--- config.mk ---
export PLATFORM = sky130hd
export DESIGN_NAME = riscv_register_file_flat
export DESIGN_NICKNAME = d
export VERILOG_FILES = /design/src/rtl/riscv_register_file_if.sv /design/src/rtl/riscv_register_file.sv /design/src/flat_wrapper.sv
export SDC_FILE = /design/constraint.sdc
export NUM_CORES = 2
export LEC_CHECK = 0
export BUFFER_PORTS_ARGS = -buffer_cell sky130_fd_sc_hd__buf_4
export CORE_ASPECT_RATIO = 1.5
export CORE_UTILIZATION = 58
export CTS_CLUSTER_DIAMETER = 40
export DETAILED_ROUTE_END_ITERATION = 16
export GPL_TIMING_DRIVEN = 0
export HOLD_SLACK_MARGIN = 0.02
export MAX_ROUTING_LAYER = met4
export PLACE_DENSITY = 0.87
export SLEW_MARGIN = 25
export SYNTH_ARGS = -nofsm -noshare
export SYNTH_HDL_FRONTEND = slang
export SYNTH_SLANG_ARGS = --single-unit
--- constraint.sdc ---
create_clock -name clk -period 2.3 [get_ports clk]
set_input_delay 0 -clock clk [delete_from_list [all_inputs] [get_ports clk]]
set_output_delay 0 -clock clk [all_outputs]
set_load 0.01 [all_outputs]
--- src/rtl/riscv_register_file_if.sv ---
// Register-file access bundle: two read ports and one write port, as seen from decode/writeback.
interface riscv_register_file_if #(
    parameter int unsigned DATA_W = 32,
    parameter int unsigned ADDR_W = 5
);
    logic [ADDR_W-1:0] rs1;
    logic [ADDR_W-1:0] rs2;
    logic [ADDR_W-1:0] rd;
    logic              WriteEnable;
    logic [DATA_W-1:0] data;
    logic [DATA_W-1:0] data1;
    logic [DATA_W-1:0] data2;

    modport master (
        output rs1, rs2, rd, WriteEnable, data,
        input  data1, data2
    );

    modport slave (
        input  rs1, rs2, rd, WriteEnable, data,
        output data1, data2
    );
endinterface

--- src/rtl/riscv_register_file.sv ---
// RV32I integer register file: 2 combinational read ports, 1 synchronous write port, x0 = 0.
// Define REGFILE_BYPASS_EN to forward same-cycle write data onto matching read ports.
module riscv_register_file #(
    parameter int unsigned DATA_W = 32,
    parameter int unsigned ADDR_W = 5
) (
    input logic                 clk,
    input logic                 rst,
    riscv_register_file_if.slave bus
);
    localparam int unsigned NumRegs = 2 ** ADDR_W;

    logic [DATA_W-1:0] regs_q [NumRegs];
    logic              wr_en;

    assign wr_en = bus.WriteEnable && (bus.rd != '0);

    always_ff @(posedge clk or negedge rst) begin
        if (!rst) begin
            for (int i = 0; i < NumRegs; i++) begin
                regs_q[i] <= '0;
            end
        end else if (wr_en) begin
            regs_q[bus.rd] <= bus.data;
        end
    end

    // Address 0 and reset are gated on the read path so x0 stays zero regardless of storage.
    always_comb begin
        bus.data1 = '0;
        bus.data2 = '0;
        if (rst) begin
            if (bus.rs1 != '0) begin
                bus.data1 = regs_q[bus.rs1];
            end
            if (bus.rs2 != '0) begin
                bus.data2 = regs_q[bus.rs2];
            end
`ifdef REGFILE_BYPASS_EN
            if (wr_en && (bus.rs1 == bus.rd)) begin
                bus.data1 = bus.data;
            end
            if (wr_en && (bus.rs2 == bus.rd)) begin
                bus.data2 = bus.data;
            end
`endif
        end
    end
endmodule

--- src/flat_wrapper.sv ---
// flat-port wrapper written by rule: the top's interface ports become plain ports
module riscv_register_file_flat 
#(
    parameter int unsigned DATA_W = 32,
    parameter int unsigned ADDR_W = 5
)
  (clk, rst, bus_rs1, bus_rs2, bus_rd, bus_WriteEnable, bus_data, bus_data1, bus_data2);
  riscv_register_file_if #(.DATA_W(DATA_W), .ADDR_W(ADDR_W)) bus_i ();
  input logic clk;
  input logic rst;
  input wire logic [$bits(bus_i.rs1)-1:0] bus_rs1;
  input wire logic [$bits(bus_i.rs2)-1:0] bus_rs2;
  input wire logic [$bits(bus_i.rd)-1:0] bus_rd;
  input wire logic [$bits(bus_i.WriteEnable)-1:0] bus_WriteEnable;
  input wire logic [$bits(bus_i.data)-1:0] bus_data;
  output wire logic [$bits(bus_i.data1)-1:0] bus_data1;
  output wire logic [$bits(bus_i.data2)-1:0] bus_data2;
  assign bus_i.rs1 = bus_rs1;
  assign bus_i.rs2 = bus_rs2;
  assign bus_i.rd = bus_rd;
  assign bus_i.WriteEnable = bus_WriteEnable;
  assign bus_i.data = bus_data;
  assign bus_data1 = bus_i.data1;
  assign bus_data2 = bus_i.data2;
  riscv_register_file #(.DATA_W(DATA_W), .ADDR_W(ADDR_W)) u_core (.clk(clk), .rst(rst), .bus(bus_i));
endmodule
; ---- Word-level counts from Yosys, hierarchy flattened
; Cells that the tools add are included.
[op_classes]
order_cmp = 4
mux = 13
n_bitwise = 3
n_reduce_logical = 5
[ops]
columns = operator, n
row1 = $bwmux 1024, 1
row2 = $bmux 32 s5, 2
row3 = $mux 32, 9
row4 = $demux 32 s5, 1
row5 = $ge 6x6->1 const B, 3
row6 = $not 5->6, 3
row7 = $reduce_bool 5->1, 3
row8 = $lt 6x1->1 const B, 1
row9 = $logic_and 1x1->1, 2
[word_totals]
regBits = 1024
inputBits = 50
out_inout_bits = 64

; ---- Longest topological paths before layout
[depth]
ltp_word = 6
depth_mapped = 8
mapped_depth_nobuf = 4

; ---- Least setup slack after synthesis
; No wires, ideal clock.
[synth_timing]
kind = input to output
start = input port bus_rs2[0]
end = output port bus_data2[25]
arrival_ps = 1339
required_time_ps = 2300
path_slack_ps = 961
stages = 6
path_buffers = 3
path_cell_list = buf_2 > buf_6 > buf_2 > mux4_2 > a22oi_1 > nand4_1
[synth_between]
elab_chain_cells = 6
[synth_rtl]
columns = element, line
row1 = start: declaration, flat_wrapper.sv:12  ; input wire logic [$bits(bus_i.rs2)-1:0] bus_rs2;
row2 = $not 5->6 (implied by the code), riscv_register_file.sv:37  ; bus.data2 = regs_q[bus.rs2];
row3 = $bmux 32 s5, riscv_register_file.sv:37
row4 = $mux 32 (implied by the code) (2 in a row), riscv_register_file.sv:37
row5 = $mux 32 (*), riscv_register_file.sv:36  ; if (bus.rs2 != '0) begin
row6 = $mux 32 (*), riscv_register_file.sv:32  ; if (rst) begin
row7 = end: declaration, flat_wrapper.sv:17  ; output wire logic [$bits(bus_i.data2)-1:0] bus_data2;
; Every way passes the cells marked *; elsewhere a longest branch is shown, timed or not. The select of a mux whose other input is x is not followed.

; ---- Worst setup path after layout
[layout_timing]
start = input port bus_rs1[0]
end = output port bus_data1[16]
[layout_between]
elab_chain_cells = 6
[layout_rtl]
columns = element, line
row1 = start: declaration, flat_wrapper.sv:11  ; input wire logic [$bits(bus_i.rs1)-1:0] bus_rs1;
row2 = $not 5->6 (implied by the code), riscv_register_file.sv:34  ; bus.data1 = regs_q[bus.rs1];
row3 = $bmux 32 s5, riscv_register_file.sv:34
row4 = $mux 32 (implied by the code) (2 in a row), riscv_register_file.sv:34
row5 = $mux 32 (*), riscv_register_file.sv:33  ; if (bus.rs1 != '0) begin
row6 = $mux 32 (*), riscv_register_file.sv:32
row7 = end: declaration, flat_wrapper.sv:16  ; output wire logic [$bits(bus_i.data1)-1:0] bus_data1;
; Marked as above.

==> results.sh <==
export IMPL_final_setup_worst_slack_ns=-0.826
export IMPL_fin_cells=5583
export IMPL_ys_flop_type="dfrtp_1"
export IMPL_avgRoutedWirePerCell_um=40.4
export IMPL_violations="negative setup slack"
export IMPL_power_leakage_nw=28.3
export IMPL_critPathLaunchType="primary input"
export IMPL_critPathKind="in2out"
export IMPL_end_kind="output port"
export IMPL_initial_drc_count=4745
export IMPL_floorplan_io_pins=114
export IMPL_highest_ir_drop_seen_on_vdd_mv=0.761
export IMPL_synth_yosys_seq_area_share_pct=47.3
export IMPL_drtPass1Iterations=8
export IMPL_clock_latency_ns=0.75
export IMPL_top_register="u_core.regs_q"
export IMPL_setup_violations_final=86
export IMPL_worst_r2r_endpoint="u_core.regs_q[69]"
export IMPL_yosys_warnings=0
export IMPL_report_final_hold_viol_count=0
export IMPL_grt_pass1_wl_um=312000
export IMPL_cpPeakStageDelay_ns=0.60
export IMPL_post_route_drc_count=0
export IMPL_die_w_um=252
export IMPL_buffer_ports_inserted=107
export IMPL_worst_hold_path_type="in2async"
export IMPL_status="finished, violations left"
export IMPL_synth_lib_cells_used_distinct=41
export IMPL_post_synth_inst_count=3874
export IMPL_dp_worst_setup_slack_ns=-1.40
export IMPL_die_area_um2=94700
export IMPL_timing_critical_path_buf_inv=5
export IMPL_grtUsageTotal_pct=49.8
export IMPL_final_net_count=4268
export IMPL_synth_edff_count=0
export IMPL_clock_fmax_mhz=320
export IMPL_num_rows=137
export IMPL_cts_sinks=1024
export IMPL_number_of_antenna_violations_at_the_first_check_in_global_routing=12
export IMPL_synth_area_leader_cell="dfrtp_1"
export IMPL_viasPerCell=7.27
export IMPL_dpl_hpwl_um=161000
export IMPL_maximum_clock_skew_at_final_layout_ns=0
export IMPL_overflow=0
export IMPL_rsz_0062_raised_after_global_routing="yes"
export IMPL_cpLargestDelayFamily="buffers and inverters"
export IMPL_p_per_area_nw_per_um2=886
export IMPL_worstSetupPathDepth=9
export IMPL_worst_endpoint_arrival_ns=3.13
export IMPL_drv_slew=0
export IMPL_die_y_um=376
export IMPL_synth_top_cell_area_share_pct=47.3
export IMPL_worst_pin_slew_ns=1.20
export IMPL_avg_cell_area_syn_um2=14.0
export IMPL_grt_start_max_net_pins=145
export IMPL_cp_endpoint="bus_data1[16]"
export IMPL_shortest_clock_period_the_worst_path_allows_after_layout_ns=3.13
export IMPL_r2r_start="u_core.regs_q[69]"
export IMPL_ctsLongestPathBuffers=3
export IMPL_fraction_of_registers_with_async_set_or_reset_after_synthesis_pct=100
export IMPL_cts_buffers=119
export IMPL_clock_transition_at_path_regs_ns=0.07
export IMPL_combined_area_of_all_synthesized_cells_um2=54200
export IMPL_syn_to_final_growth_pct=17.4
export IMPL_clock_tree_root_cell="clkbuf_16"
export IMPL_cap_viol_max_count=0
export IMPL_worstSetupStartpoint="bus_rs1[0]"
export IMPL_largest_registers="u_core.regs_q x1024"
export IMPL_vias=40600
export IMPL_cpMaxStageDelayCell="buf_2"
export IMPL_synthTopCellsByArea="dfrtp_1 (47%), mux2_2 (20%), mux4_2 (12%)"
export IMPL_placeableCoreArea_um2=92700
export IMPL_layout_cells_most_common="dfrtp_1"
export IMPL_worstPathMaxFanout=11
export IMPL_max_reg_flops=1024
export IMPL_ys_seq_elements=1024
export IMPL_crit_path_cell_trace="buf_6 -> buf_6 -> nor2b_1 -> buf_2 -> buf_2 -> a22oi_1 -> a31oi_4 -> nand4_1 -> buf_4"
export IMPL_cp_required_ns=2.30
export IMPL_layout_cells_most_common_list="dfrtp_1 (1024), mux2_2 (940), mux2i_1 (384)"
export IMPL_initial_core_util_pct=58.5
export IMPL_postRouteWirelength_um=225000
export IMPL_grt_pass1_vias=41600
export IMPL_numPlacedInstances=5239
export IMPL_maxSlewHeadroom_pct=19.8
export IMPL_gp_congestion=1.07
export IMPL_final_antenna_net_count=0
export IMPL_post_route_period_util_pct=136
export IMPL_hold_ws_ns=0.00273
export IMPL_cts_tree="done"
export IMPL_cts_htree_levels=3
export IMPL_rr_worst_depth=2
export IMPL_r2r_slack_ns=1.35
export IMPL_fin_tns_setup_ns=-10.77
export IMPL_post_route_cells_drive_above_1_share_pct=49.4
export IMPL_synth_fp_nets=3924
-- area by class of cell --
type / count / area [um2]
diodes: 14 / 35.0
inverters: 1 / 3.75
fillers: 6286 / 29100
plain buffers: 433 / 2360
repair buffers: 223 / 2330
clock buffers: 149 / 3270
multi-input cells: 2416 / 27600
well taps: 1251 / 1570
flip-flops and latches: 1024 / 25600
clock inverters: 72 / 875
-- worst min-delay path: stages --
cell and delay (ns):
bufbuf_16 0.21, dlygate4sd3_1 0.64, buf_16 0.30
-- cell families after synthesis --
logic type,synth area share (%)
multiplexers,40.3
flip-flops,47.3
buffers and inverters,4.04
AO/OA/AOI/OAI,4.95
AND/OR/NAND/NOR,3.42
-- per-stage QoR --
stage                     cell area (um2)  total power, mW  util, %
after floorplan                     54200             30.8        -
after global placement              56600             34.4     61.0
after detailed placement            56800             35.0     61.3
after CTS                           63000             55.5     68.0
after global routing                63700             57.7     68.7
final                               63700             56.4     68.7
-- what timing repair did --
| action | in CTS | in global routing |
|---|---|---|
| gates resized for setup | 270 | 124 |
| buffers inserted | 28 | 15 |
| gates cloned | 5 | 1 |
| hold buffers | 54 | 7 |
| setup endpoints to repair | 64 | 64 |
| endpoints found under the hold margin | 796 | 362 |
| pin swaps | 72 | 42 |
-- worst min path at each step --
stage | startpoint | endpoint | cells after the start
global placement | bus_data[24] | u_core.regs_q[24] | 2
global route | rst | u_core.regs_q[707] | 3
finish | rst | u_core.regs_q[707] | 3
detailed placement | rst | u_core.regs_q[424] | 1
CTS | rst | u_core.regs_q[240] | 3
floorplan | rst | u_core.regs_q[0] | 0
-- routing by layer --
metal	vias up	part of all wire (%)	GRT usage, %
met3	1245	9.4	14.5
met5	-	0	-
met4	0	14	54.2
met2	2893	45	73.0
met1	20900	31	51.1
li1	15500	-	-
-- Yosys cell counts (3+ instances only) --
| cell | number |
|---|---|
| nand2_1 | 85 |
| mux2_2 | 942 |
| nor3b_2 | 3 |
| mux2i_1 | 384 |
| nand4_1 | 64 |
| a21oi_1 | 94 |
| nor2b_1 | 6 |
| nor2_1 | 6 |
| buf_6 | 22 |
| nor2_4 | 8 |
| buf_4 | 60 |
| dfrtp_1 | 1024 |
| and3_1 | 31 |
| buf_1 | 6 |
| nor2_2 | 9 |
| mux4_2 | 288 |
| clkbuf_1 | 209 |
| mux2_1 | 82 |
| nand3_1 | 99 |
| nand3b_1 | 7 |
| buf_2 | 136 |
| a22oi_1 | 253 |
| a2bb2oi_1 | 31 |
-- power by group --
group / total (mW) / switching [mW] / internal, mW
clock: 20.2 / 8.48 / 11.7
combinational: 12.0 / 5.85 / 6.18
sequential: 24.2 / 2.77 / 21.4
total: 56.4 / 17.1 / 39.3
(Power assumes the default switching activity.)
